[config.mk]
export PLATFORM = sky130hd
export DESIGN_NAME = res_serie
export DESIGN_NICKNAME = d
export VERILOG_FILES = /design/src/rtl/res_serie_pkg.sv /design/src/rtl/res_serie_res1b.sv /design/src/rtl/res_serie.sv
export SDC_FILE = /design/constraint.sdc
export NUM_CORES = 1
export LEC_CHECK = 0
export ABC_AREA = 1
export CORE_MARGIN = 2
export CORE_UTILIZATION = 55
export CTS_BUF_LIST = sky130_fd_sc_hd__clkbuf_4
export CTS_CLUSTER_DIAMETER = 40
export CTS_CLUSTER_SIZE = 14
export DETAILED_ROUTE_END_ITERATION = 8
export PLACE_DENSITY = 0.91
export REMOVE_ABC_BUFFERS = 1
export SYNTH_ARGS = -nofsm -noshare
export SYNTH_HDL_FRONTEND = slang
export SYNTH_SLANG_ARGS = --single-unit
[constraint.sdc]
create_clock -name clk -period 1.56 [get_ports clk]
set_input_delay 0.156 -clock clk [delete_from_list [all_inputs] [get_ports clk]]
set_output_delay 0.156 -clock clk [all_outputs]
set_load 0.02 [all_outputs]
[src/rtl/res_serie_pkg.sv]
// Shared definitions for the bit-serial subtractor.
// State encoding, default width and counter sizing.
package res_serie_pkg;

  typedef enum logic [1:0] {
    IDLE = 2'd0,
    RUN  = 2'd1,
    FIN  = 2'd2
  } state_t;

  localparam int N_DEF = 8;

  function automatic int cnt_w(input int n);
    return (n <= 1) ? 1 : $clog2(n);
  endfunction

endpackage

[src/rtl/res_serie_res1b.sv]
// One-bit full subtractor cell.
// Purely combinational.
module res1b (
  input  logic a,
  input  logic b,
  input  logic bi,
  output logic dif,
  output logic bo
);

  assign dif = a ^ b ^ bi;
  assign bo  = (~a & b) | (~(a ^ b) & bi);

endmodule

[src/rtl/res_serie.sv]
// Bit-serial N-bit subtractor, LSB first.
// dif/bo update only on entry to FIN.
module res_serie
  import res_serie_pkg::*;
#(
  parameter int N = N_DEF
) (
  input  logic         clk,
  input  logic         rst,
  input  logic         start,
  input  logic [N-1:0] a,
  input  logic [N-1:0] b,
  input  logic         bi,
  output logic         busy,
  output logic         done,
  output logic [N-1:0] dif,
  output logic         bo
);

  localparam int CW = cnt_w(N);

  state_t        state;
  logic [N-1:0]  ra;
  logic [N-1:0]  rb;
  logic [N-1:0]  rd;
  logic          br;
  logic [CW-1:0] cnt;
  logic          d;
  logic          bn;
  logic [N:0]    rd_sh;

  res1b u_cell (
    .a  (ra[0]),
    .b  (rb[0]),
    .bi (br),
    .dif(d),
    .bo (bn)
  );

  // Wide concat keeps the shift legal for N=1
  assign rd_sh = {d, rd};

  always_ff @(posedge clk or posedge rst) begin
    if (rst) begin
      state <= IDLE;
      ra    <= '0;
      rb    <= '0;
      rd    <= '0;
      br    <= 1'b0;
      cnt   <= '0;
      busy  <= 1'b0;
      done  <= 1'b0;
      dif   <= '0;
      bo    <= 1'b0;
    end else begin
      case (state)
        IDLE: begin
          done <= 1'b0;
          if (start) begin
            ra    <= a;
            rb    <= b;
            br    <= bi;
            rd    <= '0;
            cnt   <= '0;
            busy  <= 1'b1;
            state <= RUN;
          end
        end
        RUN: begin
          ra <= ra >> 1;
          rb <= rb >> 1;
          br <= bn;
          rd <= rd_sh[N:1];
          if (cnt == CW'(N - 1)) begin
            dif   <= rd_sh[N:1];
            bo    <= bn;
            busy  <= 1'b0;
            done  <= 1'b1;
            state <= FIN;
          end else begin
            cnt <= cnt + 1'b1;
          end
        end
        FIN: begin
          done  <= 1'b0;
          state <= IDLE;
        end
        default: begin
          busy  <= 1'b0;
          done  <= 1'b0;
          state <= IDLE;
        end
      endcase
    end
  end

endmodule

==> reports/metrics.csv, run 1 <==
stage,metric,value,unit
outcome,status,"complete, no violations",
timing,slew_viol_final,0,
clock_tree,cts.sinks,40,
clock_tree,post_cts_buffers,0,
timing,rsz0062_at_grt,false,
floorplan,start_util,0.575,
critical_path,reg2reg_slack,0.12,ns
clock_tree,cts_tree,done,
placed_design,pre_cts_ws,0.133,ns
global_route,grt_pass1_wl,6970,µm
power,power_density,1920,nW/µm²
floorplan,pin_count,31,
timing,hold_violations,0,
floorplan,die-width,63.1,µm
logic_synthesis,synth_mux_area_frac,0,
final_layout,area_delta_synth_final,23.1,%
global_route,grt_pass1_vias,1637,
timing,timing.final.crit_share,0.962,
placed_design,gp_congestion,0.815,
placed_design,port_buffers,30,
logic_synthesis,synth_top_family_by_area,simple AND/OR/NAND/NOR gates,
clock_tree,clockBufferDepth,2,
logic_synthesis,synth_compound_area_frac,0.0652,
critical_path,r2r_cells,6,
placed_design,place_area,2310,µm²
clock_tree,root_buffer,clkbuf_4,
critical_path,worst-path-buf-inv,1,
detailed_routing,final_antenna_net_count,0,
critical_path,crit_family,buffers and inverters,
detailed_routing,wirelength,3850,µm
timing,fmax,0.666,GHz
critical_path,r2r-end,bo,
logic_synthesis,synth_seq_cells,40,
clock_tree,cts_resized,0,
placed_design,hpwlAfterDp,2760,µm
run,cap_violations,0,
critical_path,crit_path_max_fanout,2,
clock_tree,clkSlewWorstSetupHoldPaths,0.11,ns
power,leakage,1.27,nW
final_layout,drive_gt1_frac,0.110,
floorplan,core,3340,µm²
timing,relSlewSlack,0.844,
logic_synthesis,syn-cell-area,1920,µm²
global_route,gr-total-overflow,0,
final_layout,nFillCells,275,
floorplan,fp-row-count,21,
timing,setup_ws,0.0593,ns
timing,fin_crit,1.50,ns
logic_synthesis,yosys_warnings,0,
clock_tree,cts_buffers,5,
logic_synthesis,synthAdderAreaFrac,0.0300,
critical_path,path_cells,clkdlybuf4s50_1,
critical_path,crit_arrival,1.34,ns
power,ir_drop,0.862,mV
global_route,grt_max_degree,41,
critical_path,cp.required,1.40,ns
critical_path,r2r_start,cnt[0],
detailed_routing,dr.first_iter.drc_count,82,
critical_path,crit_path_start,done,
floorplan,die_area,3980,µm²
detailed_routing,vias_per_cell,5.03,
critical_path,worst_path_max_delay_cell,clkdlybuf4s50_1,
detailed_routing,via_count,1603,
clock_tree,ctsHtreeMaxLevel,2,
logic_synthesis,synth_cells,236,
timing,fin_worst_skew,0.00970,ns
final_layout,post-route-cell-area,2360,µm²
critical_path,critPathLaunchType,flop,
timing,hold_slack,0.145,ns
floorplan,die_y,63.1,µm
final_layout,diodes,0,
timing,setup_viol,0,
logic_synthesis,syn_area_per_cell,8.13,µm²
logic_synthesis,synth_cell_type_count,17,
min_path,hold_path_class,primary input to asynchronous set/reset pin,
power,total_power,0.00454,W
timing,worst_pin_slew,0.233,ns
clock_tree,insertion_delay,0.35,ns
critical_path,endpoint_kind,primary output,
clock_tree,ctsHoldBuffers,0,
detailed_routing,routedWlPerCell,12.1,µm
logic_synthesis,ys_seq_area_frac,0.522,
final_layout,fin_util,0.708,
critical_path,worstSetupPathType,flop to primary output,
final_layout,fin_nets,296,
global_route,grt_usage,0.225,
logic_synthesis,synthSimpleGateAreaFrac,0.262,
critical_path,cpPeakStageDelay,0.61,ns
global_route,antenna_found_initial,0,
detailed_routing,firstDrtPassIters,4,
detailed_routing,drc,0,
logic_synthesis,synth-xor-area-share,0,
==> per-stage QoR <==
stage,std cells,setup TNS [ns]
global route,319,0
global placement,311,0
detailed placement,311,0
finish,319,0
CTS,319,0
floorplan,227,-0.500
==> worst max path at each step <==
stage	endpoint	depth (start not counted)
3_3_place_gp	rb[4]	6
6_report	done	1
2_1_floorplan	ra[0]	5
4_1_cts	dif[2]	1
5_1_grt	dif[6]	1
3_5_place_dp	ra[2]	6
==> layout make-up <==
cell class	instances	area, µm²	area share
flip-flops and latches	40	1000	0.424
multi-input cells	139	686	0.290
repair buffers	38	385	0.163
inverters	48	180	0.0763
well taps	46	57.6	0.0244
clock buffers	5	37.5	0.0159
clock inverters	3	13.8	0.00583
==> layer usage <==
metal | wire length (µm) | global-route usage | up-vias | part of all wire
met3 | 221 | 0.0625 | 4 | 0.057
met2 | 2000 | 0.391 | 59 | 0.52
met4 | 29 | 0.117 | 0 | 0.0075
met5 | 0 | 0 | - | 0
li1 | - | - | 789 | -
met1 | 1610 | 0.252 | 751 | 0.42
==> Yosys cell counts <==
cell type | instances | share of area
nand2_1 | 69 | 0.14
fa_1 | 1 | 0.010
clkbuf_1 | 2 | 0.0039
buf_2 | 5 | 0.013
nand2_2 | 3 | 0.0098
buf_4 | 1 | 0.0039
o21ai_2 | 8 | 0.037
buf_6 | 1 | 0.0059
nand4_1 | 3 | 0.0098
o21ai_0 | 11 | 0.029
inv_1 | 45 | 0.088
nor2_1 | 4 | 0.0078
inv_2 | 3 | 0.0059
nand3_1 | 36 | 0.094
ha_1 | 3 | 0.020
nor2_4 | 1 | 0.0059
dfrtp_1 | 40 | 0.52
==> where the power goes <==
| group | internal (W) | total, W | switching (W) |
|---|---|---|---|
| sequential | 0.00153 | 0.00182 | 0.000291 |
| clock | 0.000166 | 0.000505 | 0.000339 |
| combinational | 0.000935 | 0.00221 | 0.00128 |
| total | 0.00263 | 0.00454 | 0.00191 |
==> state kept, by name (all words and copies together) (netlist names) <==
| name | cells |
|---|---|
| ra | 8 |
| done | 1 |
| rb | 8 |
| state | 2 |
| busy | 1 |
| bo | 1 |
| br | 1 |
| cnt | 3 |
| rd | 7 |
| dif | 8 |
==> layout by cell type (no fill, tap or decap), drive strengths merged <==
master          n
buf             8
clkbuf          5
clkdlybuf4s50  30
clkinv          3
dfrtp          40
fa              1
ha              3
inv            48
nand2          72
nand3          36
nand4           3
nor2            5
o21ai          19
==> kinds of logic (layout without fill, tap and decap cells) <==
group                    Yosys count  after routing
flip-flops                        40             40
buffers and inverters             57             94
AO/OA/AOI/OAI                     19             19
AND/OR/NAND/NOR                  116            116
adder cells (fa/ha/maj)            4              4
No activity file was read; power rests on OpenSTA's default activity.
==> run 2: changes to the inputs <==
Settings changed: PLACE_DENSITY 0.91 to 0.87.
==> reports/metrics.csv, run 2 (same netlist as run 1, synthesis figures left out) <==
stage,metric,value,unit
critical_path,cp.required,1.40,ns
clock_tree,cts_resized,0,
timing,timing.final.crit_share,0.941,
global_route,grt_usage,0.212,
critical_path,critPathLaunchType,flop,
timing,worst_pin_slew,0.226,ns
timing,rsz0062_at_grt,false,
clock_tree,clockBufferDepth,2,
floorplan,pin_count,31,
floorplan,start_util,0.575,
floorplan,die-width,63.1,µm
outcome,status,"complete, no violations",
critical_path,worstSetupPathType,flop to primary output,
global_route,grt_max_degree,41,
critical_path,worst_path_max_delay_cell,clkdlybuf4s50_1,
power,ir_drop,0.804,mV
critical_path,path_cells,clkdlybuf4s50_1,
timing,hold_slack,0.176,ns
final_layout,drive_gt1_frac,0.110,
final_layout,diodes,0,
power,leakage,1.29,nW
placed_design,gp_congestion,0.763,
clock_tree,ctsHtreeMaxLevel,2,
timing,fmax,0.681,GHz
timing,fin_worst_skew,0.00526,ns
clock_tree,cts_buffers,5,
global_route,grt_pass1_wl,6540,µm
critical_path,r2r_cells,6,
timing,setup_viol,0,
critical_path,crit_arrival,1.31,ns
placed_design,place_area,2310,µm²
clock_tree,insertion_delay,0.33,ns
run,cap_violations,0,
critical_path,worst-path-buf-inv,1,
floorplan,die_y,63.1,µm
placed_design,port_buffers,30,
global_route,gr-total-overflow,0,
floorplan,fp-row-count,21,
final_layout,fin_util,0.721,
critical_path,cpPeakStageDelay,0.61,ns
detailed_routing,drc,0,
clock_tree,cts_tree,done,
floorplan,die_area,3980,µm²
clock_tree,root_buffer,clkbuf_4,
placed_design,hpwlAfterDp,2490,µm
timing,setup_ws,0.0920,ns
detailed_routing,routedWlPerCell,11.4,µm
floorplan,core,3340,µm²
final_layout,reg.largest.list,"dif (8), ra (8), rb (8)",
placed_design,pre_cts_ws,0.146,ns
detailed_routing,firstDrtPassIters,4,
detailed_routing,wirelength,3630,µm
detailed_routing,vias_per_cell,4.80,
global_route,antenna_found_initial,0,
timing,fin_crit,1.47,ns
global_route,grt_pass1_vias,1521,
detailed_routing,via_count,1527,
final_layout,nFillCells,280,
power,power_density,2000,nW/µm²
clock_tree,ctsHoldBuffers,0,
detailed_routing,final_antenna_net_count,0,
final_layout,area_delta_synth_final,25.5,%
timing,relSlewSlack,0.849,
min_path,hold_path_class,primary input to asynchronous set/reset pin,
clock_tree,cts.sinks,40,
clock_tree,post_cts_buffers,0,
final_layout,final_common_cell,nand2_1,
final_layout,fin_nets,296,
final_layout,post-route-cell-area,2410,µm²
critical_path,endpoint_kind,primary output,
critical_path,crit_family,buffers and inverters,
detailed_routing,dr.first_iter.drc_count,67,
timing,hold_violations,0,
final_layout,final_cell_mix,"nand2_1 (69), inv_1 (45), dfrtp_1 (40), nand3_1 (36), clkdlybuf4s50_1 (30)",
critical_path,crit_cells,1,
critical_path,crit_path_max_fanout,2,
timing,slew_viol_final,0,
clock_tree,clkSlewWorstSetupHoldPaths,0.11,ns
power,total_power,0.00482,W
run 2: changes by cell type in the layout (fill, tap and decap cells not counted), sizes merged:
cell | before | now
bufinv | 0 | 2
clkinv | 3 | 0
run 2: path summary, 6_finish.rpt:
path / startpoint / slack, ns / to
min: rst / 0.18 / busy
max in group asynchronous: rst / 1.20 / ra[2]
max: dif[2] / 0.09 / dif[2]
max reg2reg: cnt[0] / 0.09 / dif[2]
min reg2reg: dif[7] / 0.49 / dif[7]
min in group clk: a[7] / 0.38 / ra[7]
run 2: metrics by stage:
stage               cells  TNS (ns)
global route          318         0
finish                318         0
floorplan             227    -0.500
global placement      311         0
CTS                   318         0
detailed placement    311         0
run 2: final cells by class:
cell class,instances,area (µm²),area share
clock inverters,2,60.1,0.0249
multi-input cells,139,686,0.285
well taps,46,57.6,0.0239
repair buffers,38,385,0.160
inverters,48,180,0.0748
flip-flops and latches,40,1000,0.416
clock buffers,5,37.5,0.0156
run 2: where the power goes:
group | internal [W] | switching (W) | leakage, nW
clock network | 0.000491 | 0.000316 | 0.0513
logic | 0.000931 | 0.00128 | 0.739
registers | 0.00153 | 0.000274 | 0.495
run 2: per-layer routing:
layer | vias to the layer above | share of wire | track usage
li1 | 792 | - | -
met1 | 680 | 0.44 | 0.267
met3 | 7 | 0.053 | 0.0464
met2 | 48 | 0.49 | 0.356
met5 | - | 0 | 0
met4 | 0 | 0.017 | 0.0833
==> run 3: changes to the inputs <==
Settings changed: CORE_MARGIN 2 to 1.
==> reports/metrics.csv, run 3 (same netlist as run 1, synthesis figures left out) <==
stage,metric,value,unit
detailed_routing,final_antenna_net_count,0,
floorplan,fp-row-count,21,
power,power_density,1900,nW/µm²
critical_path,worst_path_max_delay_cell,clkdlybuf4s50_1,
clock_tree,cts_tree,done,
floorplan,pin_count,31,
global_route,grt_usage,0.230,
critical_path,cp.required,1.40,ns
critical_path,crit_path_max_fanout,2,
critical_path,worst-path-buf-inv,1,
critical_path,crit_family,buffers and inverters,
final_layout,area_delta_synth_final,23.0,%
clock_tree,cts_buffers,5,
min_path,hold_path_class,primary input to asynchronous set/reset pin,
detailed_routing,dr.first_iter.drc_count,76,
detailed_routing,firstDrtPassIters,4,
timing,slew_viol_final,0,
outcome,status,"complete, no violations",
final_layout,reg.largest.list,"dif (8), ra (8), rb (8)",
critical_path,reg2reg_slack,0.12,ns
placed_design,gp_congestion,0.799,
final_layout,drive_gt1_frac,0.110,
placed_design,port_buffers,30,
clock_tree,clockBufferDepth,2,
detailed_routing,drc,0,
global_route,grt_pass1_vias,1354,
final_layout,final_common_cell,nand2_1,
timing,fin_crit,1.48,ns
run,cap_violations,0,
global_route,gr-total-overflow,0,
detailed_routing,routedWlPerCell,11.3,µm
final_layout,fin_nets,295,
timing,relSlewSlack,0.843,
critical_path,path_cells,clkdlybuf4s50_1,
timing,fmax,0.673,GHz
critical_path,r2r-end,dif[4],
power,leakage,1.26,nW
clock_tree,cts_resized,0,
clock_tree,ctsHtreeMaxLevel,2,
critical_path,endpoint_kind,primary output,
detailed_routing,wirelength,3600,µm
floorplan,core,3340,µm²
detailed_routing,vias_per_cell,4.83,
timing,setup_viol,0,
floorplan,die_y,61.1,µm
clock_tree,insertion_delay,0.35,ns
critical_path,r2r_cells,6,
critical_path,cpPeakStageDelay,0.60,ns
placed_design,hpwlAfterDp,2610,µm
critical_path,crit_arrival,1.33,ns
clock_tree,clkSlewWorstSetupHoldPaths,0.12,ns
global_route,grt_max_degree,41,
final_layout,final_cell_mix,"nand2_1 (69), inv_1 (45), dfrtp_1 (40), nand3_1 (36), clkdlybuf4s50_1 (30)",
global_route,grt_pass1_wl,6010,µm
timing,fin_worst_skew,0.00853,ns
timing,hold_violations,0,
clock_tree,post_cts_buffers,0,
timing,tns,0,ns
critical_path,r2r_start,cnt[0],
power,ir_drop,0.899,mV
detailed_routing,via_count,1537,
critical_path,critPathLaunchType,flop,
clock_tree,ctsHoldBuffers,0,
timing,rsz0062_at_grt,false,
clock_tree,cts.sinks,40,
final_layout,nFillCells,283,
timing,timing.final.crit_share,0.952,
clock_tree,root_buffer,clkbuf_4,
final_layout,diodes,0,
final_layout,fin_util,0.707,
global_route,antenna_found_initial,0,
critical_path,worstSetupPathType,flop to primary output,
floorplan,die-width,61.1,µm
floorplan,die_area,3730,µm²
timing,worst_pin_slew,0.235,ns
floorplan,start_util,0.575,
## run 3: worst register-to-register path, delay by kind of cell, from the launching register on
| kind | cells | cell delay [ns] |
|---|---|---|
| compound gates | 1 | 0.05 |
| flops | 1 | 0.41 |
| buf+inv | 1 | 0.17 |
| simple gates | 2 | 0.29 |
| fa+ha+maj | 2 | 0.46 |
## run 3: worst max-delay path by stage
stage,startpoint,end,slack (ns),cells after the start
after detailed placement,cnt[0],dif[4],0.13,6
after global placement,cnt[0],dif[3],0.17,6
after floorplan,state[0],ra[0],-0.04,5
after global routing,done,done,0.009,1
final,dif[2],dif[2],0.08,1
after CTS,bo,bo,0.06,1
## run 3: area by class of cell
class | count | area (µm²) | share of cell area
clock inverters | 3 | 18.8 | 0.00796
flip-flops and latches | 40 | 1000 | 0.424
clock buffers | 5 | 37.5 | 0.0159
inverters | 48 | 180 | 0.0764
multi-input cells | 139 | 686 | 0.291
repair buffers | 37 | 378 | 0.160
well taps | 46 | 57.6 | 0.0244
## run 3: routing by layer
| metal | global-route usage | wire, µm |
|---|---|---|
| met4 | 0.0877 | 62 |
| met2 | 0.368 | 1720 |
| met1 | 0.300 | 1660 |
| met5 | 0 | 0 |
| met3 | 0.0630 | 146 |
## run 3: power breakdown
| group | leakage (nW) | switching (W) | internal [W] |
|---|---|---|---|
| combinational | 0.734 | 0.00126 | 0.000918 |
| sequential | 0.495 | 0.000271 | 0.00153 |
| clock | 0.0349 | 0.000345 | 0.000173 |
## run 3: metrics by stage
step	cell area [µm²]	worst slack, ns	hold WS (ns)	total power, W	cells
after detailed placement	2300	0.134	0.471	0.00402	310
final	2360	0.0751	0.156	0.00449	318
after floorplan	1870	-0.0357	0.277	0.00322	227
after global placement	2300	0.170	0.464	0.00390	310
after CTS	2360	0.0597	0.150	0.00454	318
after global routing	2360	0.00891	0.178	0.00491	318
